### src/rtl/keyboard_pkg.sv
// Shared scan-code-set-2 constants and decoder state type for the keyboard tracker.
// Pure declarations: no latency, no flow control.
package keyboard_pkg;

  localparam logic [7:0] SC_EXT     = 8'hE0;
  localparam logic [7:0] SC_BRK     = 8'hF0;
  localparam logic [7:0] SC_PAUSE   = 8'hE1;
  localparam logic [2:0] PAUSE_SKIP = 3'd7;

  typedef enum logic [2:0] {
    ST_IDLE,
    ST_EXT,
    ST_BRK,
    ST_EXT_BRK,
    ST_PAUSE
  } kbd_state_t;

  // Status/handshake bytes that the decoder drops while in IDLE.
  function automatic logic is_ignored(input logic [7:0] b);
    return (b == 8'hAA) || (b == 8'hFA) || (b == 8'hEE) ||
           (b == 8'hFE) || (b == 8'h00) || (b == 8'hFF);
  endfunction

endpackage

### src/rtl/ps2_rx.sv
// PS/2 frame receiver: byte_valid/err 1 cycle after the stop-bit strobe, strobe 2+FILTER_LEN
// cycles after the pin edge; no backpressure, bytes are at least ~11 bit periods apart.
module ps2_rx #(
  parameter int FILTER_LEN     = 4,
  parameter int TIMEOUT_CYCLES = 50000
) (
  input  logic       pclk,
  input  logic       rst,
  input  logic       ps2_clk,
  input  logic       ps2_data,
  output logic       byte_valid,
  output logic [7:0] byte_data,
  output logic       err
);

  localparam int FW = $clog2(FILTER_LEN + 1);
  localparam int TW = $clog2(TIMEOUT_CYCLES + 1);
  localparam logic [FW-1:0] FILT_LAST = FW'(FILTER_LEN - 1);
  localparam logic [TW-1:0] TO_LAST   = TW'(TIMEOUT_CYCLES - 1);

  logic [1:0]    clk_sync;
  logic [1:0]    dat_sync;
  logic          clk_filt;
  logic [FW-1:0] filt_cnt;
  logic [3:0]    bit_cnt;
  logic [8:0]    shreg;
  logic [TW-1:0] to_cnt;
  logic          fall;

  // The filtered clock is about to flip from 1 to 0 this cycle.
  assign fall = clk_filt && !clk_sync[1] && (filt_cnt == FILT_LAST);

  always_ff @(posedge pclk) begin
    if (rst) begin
      clk_sync   <= 2'b11;
      dat_sync   <= 2'b11;
      clk_filt   <= 1'b1;
      filt_cnt   <= '0;
      bit_cnt    <= 4'd0;
      shreg      <= 9'd0;
      to_cnt     <= '0;
      byte_valid <= 1'b0;
      byte_data  <= 8'd0;
      err        <= 1'b0;
    end else begin
      clk_sync   <= {clk_sync[0], ps2_clk};
      dat_sync   <= {dat_sync[0], ps2_data};
      byte_valid <= 1'b0;
      err        <= 1'b0;

      if (clk_sync[1] == clk_filt) begin
        filt_cnt <= '0;
      end else if (filt_cnt == FILT_LAST) begin
        clk_filt <= clk_sync[1];
        filt_cnt <= '0;
      end else begin
        filt_cnt <= filt_cnt + 1'b1;
      end

      if (fall) begin
        to_cnt <= '0;
        if (bit_cnt == 4'd0) begin
          if (!dat_sync[1]) bit_cnt <= 4'd1;
          else              err     <= 1'b1;
        end else if (bit_cnt == 4'd10) begin
          bit_cnt <= 4'd0;
          // shreg holds 8 data bits plus parity; odd parity means XOR of all nine is 1.
          if (dat_sync[1] && (^shreg)) begin
            byte_valid <= 1'b1;
            byte_data  <= shreg[7:0];
          end else begin
            err <= 1'b1;
          end
        end else begin
          shreg   <= {dat_sync[1], shreg[8:1]};
          bit_cnt <= bit_cnt + 4'd1;
        end
      end else if (bit_cnt == 4'd0) begin
        to_cnt <= '0;
      end else if (to_cnt == TO_LAST) begin
        err     <= 1'b1;
        bit_cnt <= 4'd0;
        to_cnt  <= '0;
      end else begin
        to_cnt <= to_cnt + 1'b1;
      end
    end
  end

endmodule

### src/rtl/keyboard_tracker.sv
// PS/2 keyboard to key-state map: key_valid/last_change/key_down update 1 cycle after the final
// byte; no backpressure, the consumer must take every one-cycle key_valid/frame_err pulse.
module keyboard_tracker
  import keyboard_pkg::*;
#(
  parameter int FILTER_LEN     = 4,
  parameter int TIMEOUT_CYCLES = 50000
) (
  input  logic         pclk,
  input  logic         rst,
  input  logic         ps2_clk,
  input  logic         ps2_data,
  output logic [511:0] key_down,
  output logic [8:0]   last_change,
  output logic         key_valid,
  output logic         frame_err
);

  logic       byte_valid;
  logic [7:0] byte_data;
  logic       rx_err;
  kbd_state_t state;
  logic [2:0] skip_cnt;

  ps2_rx #(
    .FILTER_LEN     (FILTER_LEN),
    .TIMEOUT_CYCLES (TIMEOUT_CYCLES)
  ) u_rx (
    .pclk       (pclk),
    .rst        (rst),
    .ps2_clk    (ps2_clk),
    .ps2_data   (ps2_data),
    .byte_valid (byte_valid),
    .byte_data  (byte_data),
    .err        (rx_err)
  );

  always_ff @(posedge pclk) begin
    if (rst) begin
      state       <= ST_IDLE;
      skip_cnt    <= 3'd0;
      key_down    <= '0;
      last_change <= 9'h000;
      key_valid   <= 1'b0;
      frame_err   <= 1'b0;
    end else begin
      key_valid <= 1'b0;
      frame_err <= rx_err;
      // The receiver never raises err and byte_valid together, so the pulses stay exclusive.
      if (rx_err) begin
        state <= ST_IDLE;
      end else if (byte_valid) begin
        case (state)
          ST_IDLE: begin
            if (byte_data == SC_EXT) begin
              state <= ST_EXT;
            end else if (byte_data == SC_BRK) begin
              state <= ST_BRK;
            end else if (byte_data == SC_PAUSE) begin
              state    <= ST_PAUSE;
              skip_cnt <= PAUSE_SKIP;
            end else if (!is_ignored(byte_data)) begin
              key_down[{1'b0, byte_data}] <= 1'b1;
              last_change                 <= {1'b0, byte_data};
              key_valid                   <= 1'b1;
            end
          end
          ST_EXT: begin
            if (byte_data == SC_BRK) begin
              state <= ST_EXT_BRK;
            end else begin
              key_down[{1'b1, byte_data}] <= 1'b1;
              last_change                 <= {1'b1, byte_data};
              key_valid                   <= 1'b1;
              state                       <= ST_IDLE;
            end
          end
          ST_BRK: begin
            key_down[{1'b0, byte_data}] <= 1'b0;
            last_change                 <= {1'b0, byte_data};
            key_valid                   <= 1'b1;
            state                       <= ST_IDLE;
          end
          ST_EXT_BRK: begin
            key_down[{1'b1, byte_data}] <= 1'b0;
            last_change                 <= {1'b1, byte_data};
            key_valid                   <= 1'b1;
            state                       <= ST_IDLE;
          end
          ST_PAUSE: begin
            skip_cnt <= skip_cnt - 3'd1;
            if (skip_cnt == 3'd1) state <= ST_IDLE;
          end
          default: state <= ST_IDLE;
        endcase
      end
    end
  end

endmodule

### config.mk
export PLATFORM = sky130hd
export DESIGN_NAME = keyboard_tracker
export DESIGN_NICKNAME = d
export VERILOG_FILES = /design/src/rtl/keyboard_pkg.sv /design/src/rtl/ps2_rx.sv /design/src/rtl/keyboard_tracker.sv
export SDC_FILE = /design/constraint.sdc
export NUM_CORES = 1
export LEC_CHECK = 0
export CORE_UTILIZATION = 30
export CTS_CLUSTER_DIAMETER = 60
export DETAILED_ROUTE_END_ITERATION = 6
export MAX_ROUTING_LAYER = met4
export RECOVER_POWER = 50
export SETUP_SLACK_MARGIN = 0.1
export SLEW_MARGIN = 10
export SYNTH_ARGS = -nofsm -noshare
export SYNTH_HDL_FRONTEND = slang
export SYNTH_SLANG_ARGS = --single-unit
### constraint.sdc
create_clock -name pclk -period 3 [get_ports pclk]
set_input_delay 0.45 -clock pclk [delete_from_list [all_inputs] [get_ports pclk]]
set_output_delay 0.45 -clock pclk [all_outputs]
set_load 0.05 [all_outputs]
==> results.txt, run 1 <==
Reg clk slew, reported paths = 0.06 ns
Yosys warnings = 0
Core area = 74300 um2
Dominant synthesized flop cell = dfxtp_1
Worst setup margin = 0.209 ns
Largest net degree at the start of global routing = 163
Starting DRC count in detailed routing = 1735
Synth area leaders = dfxtp_1 (51%), a211oi_1 (7.7%), a22o_1 (7.0%)
Number of setup violations in the final report = 0
Leading area contributor after synthesis = dfxtp_1
Drt drc = 0
Placed instance count = 3796
CP Capture Type = flop
Cell row count = 100
Layout cells sized above 1 = 0.0755
Slew Limit Fails = 0
Worst-margin pin slew = 1.36 ns
Fillcell total = 7303
Root buf cell = clkbuf_16
Vias post-DR = 20800
Synth Instances = 2469
Power Density = 532 nW/um2
RD Place Congestion = 0.798
Pint = 12.7 mW
Clock period minus worst slack = 2.79 ns
Post-DP HPWL = 57200 um
Switching pwr = 3.81 mW
Combinational Power Share = 0.017
Sw Ratio = 0.231
Initial antenna violation count = 1
Max Clock Freq = 358 MHz
DR pass1 iterations = 5
Worst-Skew Late Latency = 0.62 ns
Drt via density = 5.31
Synth Area in Adders = 0.00500
Main combinational cell family by area after synthesis = compound AO/OA/AOI/OAI gates
Die ar. = 76200 um2
RSZ-0062 raised after global routing = no
Pre-CTS setup slack = 0.301 ns
Clock Power Share = 0.518
VDD IR max = 0.000356 V
Count of flip-flops with a built-in enable after synthesis = 0
Area of the multi-input gates = 9860 um2
Area growth from synthesis to layout = 37.4%
Post-Route WL = 90000 um
PortBufs = 526
Status = completed
Starting Density = 0.303
Fin area = 31000 um2
Die Ht = 276 um
CP max FO = 104
Worst Path Arrival = 3.34 ns
Hold Vio Cnt, Final = 0
Hold_ws = 0.124 ns
Sink Count = 576
Critical path class = flop to flop
Finished Layout Cells = 3924
Leak = 11.7 nW
CTS tree = yes
Yosys reg bits = 576
Compound-gate portion of the synthesized area = 0.300
Clock skew = 0.0293 ns
Placed Area = 28700 um2
Flop pwr share = 0.465
Global Route Usage Sum = 0.234
Crit start category = flop
Final setup TNS = 0 ns
Die width = 276 um
Type of the worst min-delay path = primary input to flop
Synth async-reset ratio = 0
Final net count = 2913
Req. time, crit path = 3.55 ns
Final period utilization = 0.930
Vias in the first global route = 19300
Post-synthesis simple-gate area fraction = 0.107
Maxcap violations = 0
Gr ovfl total = 0
Sequential area share after synthesis = 0.512
Boundary Pins = 527
Avg WL per Cell = 22.9 um
Synthesized net count = 2482
Post-Syn Area = 22500 um2
CTS Buf Count = 71
Max Root-Sink Buffers = 3
Register Area = 11500 um2
Relative slew slack = 0.0911
Syn Area/Cell = 9.12 um2
Clock H-tree levels = 3
Ant diodes = 0
First-pass GRT wire length = 133000 um
Synth top area share = 0.512
Yosys cell types = 63
XOR/XNOR share of the synthesized area = 0.00900
Multiplexer share of the synthesized area = 0.0138
Final ANT Viol Nets = 0
through the flow:
step                 util  power, mW
finish              0.416       16.5
global route        0.416       17.0
CTS                 0.417       16.6
detailed placement  0.386       8.10
global placement    0.386       8.10
floorplan               -       8.01
layout make-up:
| cell class | instances | share of cell area |
|---|---|---|
| clock buffer | 102 | 0.0637 |
| clock inverter | 26 | 0.0114 |
| inverter | 16 | 0.00194 |
| multi-input combinational | 1630 | 0.319 |
| sequential | 576 | 0.373 |
| tap | 969 | 0.0392 |
| timing repair buffer | 605 | 0.193 |
cell usage in the layout, fill, tap and decap left out, types with 11 or more instances in the layout:
master / count
and3_1: 11
clkbuf_16: 71
a21oi_1: 245
mux2i_1: 31
a22o_1: 181
buf_4: 61
nor2_1: 364
o21ai_0: 271
dlygate4sd3_1: 469
nand2_1: 61
clkdlybuf4s50_1: 56
nand3_1: 21
a22oi_1: 71
a211oi_1: 232
inv_1: 15
clkbuf_1: 29
dfxtp_1: 573
routing by layer:
layer  GRT usage  routed length (um)  up-vias
li1            -                   -     9975
met1       0.312               40900     9965
met2       0.351               40300      744
met3      0.0596                6800      134
met4      0.0600                2030        0
met5           -                   0        -
critical path: stages (launching register included):
cell      delay (ns)
dfxtp_2         0.40
clkbuf_2        0.42
nor2_1          0.47
and2_4          0.62
buf_12          0.48
a22o_1          0.24
final timing paths:
check,end,slack (ns),from,cells past startpoint
hold / removal,skip_cnt[0],0.12,rst,2
hold reg to reg,u_rx.filt_cnt[0],0.44,u_rx.filt_cnt[0],1
setup reg to reg,key_down[388],0.21,state[2],5
setup / recovery,key_down[388],0.21,state[2],5
sequential cells by signal, summed over array words and instances, names as in the netlist:
signal,count
last_change,9
state,3
u_rx.dat_sync,2
u_rx.byte_valid,1
key_valid,1
u_rx.clk_sync,2
u_rx.shreg,9
skip_cnt,3
key_down,512
u_rx.err,1
u_rx.clk_filt,1
u_rx.filt_cnt,3
frame_err,1
u_rx.bit_cnt,4
u_rx.byte_data,8
u_rx.to_cnt,16
power by group through the flow:
stage	clock network [mW]	logic, mW	registers, mW
after floorplan	0	0.189	7.82
after global placement	0	0.277	7.82
after detailed placement	0	0.280	7.82
after CTS	8.71	0.281	7.65
after global routing	9.02	0.303	7.65
final	8.53	0.279	7.65
cells in the mapped netlist (3+ instances only):
cell	instances
buf_4	19
a211oi_2	6
xnor2_1	9
o21ai_0	270
nor2_1	364
and2_1	4
nand4b_1	7
buf_6	12
nand4bb_1	7
xor2_1	9
nor3_1	6
a311oi_1	3
nand3_1	21
nand2_1	62
o22ai_1	4
nor2b_1	9
mux2i_1	31
buf_2	34
a22o_1	181
or2_2	8
buf_1	6
inv_1	15
clkbuf_1	176
ha_1	9
or4_1	3
nor4_1	4
a22oi_1	71
a211oi_1	232
a21oi_1	245
nand2b_1	5
o211ai_1	3
dfxtp_1	576
nand4_1	6
or4b_2	4
o311a_1	3
and3_1	11
kinds of logic after synthesis:
family / after synthesis
AOI/OAI and AO/OA: 1032
adders and majority gates: 9
xor gates and xnor gates: 20
muxes: 31
DFF: 576
and+or+nand+nor: 538
buffers and inverters: 263
repair_timing:
item,4_1_cts,5_1_grt
setup buffers,0,0
gates resized for setup,0,2
setup endpoints to repair,0,19
hold buffers,0,0
Note: power is estimated with default switching activity, not from simulation.
==> run 2, diff against run 1 <==
Settings changed: CTS_CLUSTER_DIAMETER 60 to 80.
==> run 2 against run 1 <==
  * Design area is 0.20% lower
  * Routed wire length is essentially flat
  * Combinational power about the same
  * Critical endpoint is now key_down[362]
==> results.txt, run 2 (synthesis gave the netlist of run 1 again) <==
Cell row count = 100 (unchanged)
Die Ht = 276 um (unchanged)
CTS Buf Count = 70 (-1.4%)
Crit start category = flop
Hold Crit Start = rst
Die width = 276 um (unchanged)
Worst R2R End = key_down[362]
Vias in the first global route = 19300 (+0.18%)
Layout cells sized above 1 = 0.0750 (-0.000474)
Relative slew slack = 0.121 (+0.0301)
Final period utilization = 0.932 (+0.00197)
# hold bufs at CTS = 0 (unchanged)
Max FFs per register = 512 (unchanged)
Area of the multi-input gates = 9860 um2 (unchanged)
Fin area = 30900 um2 (-0.20%)
Gr ovfl total = 0 (unchanged)
Reg2reg path depth = 5 (unchanged)
Maxcap violations = 0 (unchanged)
Root buf cell = clkbuf_16
Critical path class = flop to flop
Post-Route Utilization = 0.416 (-0.000825)
Starting DRC count in detailed routing = 1653 (-4.7%)
Starting Density = 0.303 (unchanged)
CP max FO = 104 (unchanged)
Avg WL per Cell = 23.0 um (+0.13%)
Clock skew = 0.0229 ns (-0.00643 ns)
Worst Path Arrival = 3.35 ns (about the same)
DR pass1 iterations = 5 (unchanged)
Initial antenna violation count = 1 (unchanged)
Number of setup violations in the final report = 0 (unchanged)
Most frequent cells in the layout = dfxtp_1 (573), dlygate4sd3_1 (470), nor2_1 (364), o21ai_0 (271), a21oi_1 (245)
RD Place Congestion = 0.798 (unchanged)
Clock H-tree levels = 3 (unchanged)
Clock period minus worst slack = 2.80 ns (+0.00590 ns)
Req. time, crit path = 3.55 ns (about the same)
Final net count = 2912 (-0.034%)
Leak = 11.7 nW (about the same)
First-pass GRT wire length = 133000 um (about the same)
Area growth from synthesis to layout = 37.2%
Placed Area = 28700 um2 (unchanged)
Ant diodes = 0 (unchanged)
Biggest register = key_down
Cts repair resizes = 0 (unchanged)
Register Area = 11500 um2 (unchanged)
Post-CTS Setup Bufs = 0 (unchanged)
Status = completed
Top flop regs = key_down (512), u_rx.to_cnt (16)
Worst-margin pin slew = 1.32 ns (-0.0452 ns)
Worst-Skew Late Latency = 0.62 ns (about the same)
Boundary Pins = 527 (unchanged)
Die ar. = 76200 um2 (unchanged)
Most common cell after layout, fill and taps aside = dfxtp_1
Global Route Usage Sum = 0.234 (about the same)
Power Density = 528 nW/um2 (-0.82%)
Max Root-Sink Buffers = 3 (unchanged)
Fillcell total = 7301 (-0.027%)
Crit path launch = state[2]
Largest net degree at the start of global routing = 163 (unchanged)
Hold EP = key_down[497]
RSZ-0062 raised after global routing = no
Post-Route WL = 90000 um (about the same)
Core area = 74300 um2 (unchanged)
Max Clock Freq = 358 MHz (-0.21%)
Final ANT Viol Nets = 0 (unchanged)
Sink Count = 576 (unchanged)
Drt via density = 5.29 (-0.21%)
Type of the worst min-delay path = primary input to flop
Hold Vio Cnt, Final = 0 (unchanged)
Reg clk slew, reported paths = 0.06 ns (about the same)
Flop2flop setup slack = 0.20 ns (about the same)
Drt drc = 0 (unchanged)
Post-DP HPWL = 57200 um (unchanged)
CP Capture Type = flop
Vias post-DR = 20700 (-0.42%)
Final setup TNS = 0 ns (unchanged)
VDD IR max = 0.000360 V (+0.96%)
Pwr Total = 16.3 mW (-1.0%)
Hold path cells = 2 (unchanged)
Slew Limit Fails = 0 (unchanged)
R2R Path Start = state[2]
CTS tree = yes
PortBufs = 526 (unchanged)
==> run 2: changes by cell type in the layout (fill, tap and decap cells not counted), moves of 2 or more <==
cell,previous run,this run
clkbuf_1,29,23
clkbuf_8,8,11
clkinvlp_4,5,0
inv_6,2,4
inv_8,4,2
==> run 2: how the worst max path moves through the flow <==
stage	endpoint	slack, ns	cells after the start
detailed placement	key_down[173]	0.30	7
floorplan	u_rx.byte_data[6]	0.80	8
finish	key_down[362]	0.20	5
global route	key_down[432]	0.1	5
CTS	key_down[362]	0.26	6
global placement	key_down[353]	0.33	6
==> run 2: stage by stage <==
| stage | hold WS [ns] | instances | setup slack [ns] |
|---|---|---|---|
| floorplan | 0.389 | 2469 | 0.799 |
| global placement | 0.424 | 3796 | 0.332 |
| detailed placement | 0.427 | 3796 | 0.301 |
| CTS | 0.0780 | 3916 | 0.260 |
| global route | 0.114 | 3916 | 0.0989 |
| finish | 0.124 | 3916 | 0.203 |
==> run 2: area by class of cell <==
type / count / area share
clock buffers: 98 / 0.0637
flip-flops and latches: 576 / 0.373
clock inverters: 22 / 0.00964
repair buffers: 605 / 0.193
multi-input cells: 1630 / 0.319
well taps: 969 / 0.0392
inverters: 16 / 0.00194
==> run 2: where the power goes <==
group | internal [mW] | switching, mW | leakage, nW
clock | 4.83 | 3.53 | 1.11
sequential | 7.65 | 0.00179 | 4.64
combinational | 0.0617 | 0.218 | 5.98
total | 12.5 | 3.75 | 11.7
==> run 2: worst max-delay path: stages (launching register included) <==
cell,delay (ns)
dfxtp_2,0.40
clkbuf_2,0.41
nor2_1,0.46
and2_4,0.63
buf_12,0.49
a22o_1,0.25
==> run 2: layer usage <==
metal  global-route usage  wire length, um  up-vias
met3               0.0559             6600      126
met2                0.352            40400      757
met1                0.311            40700     9888
met5                    -                0        -
li1                     -                -     9960
met4               0.0649             2210        0
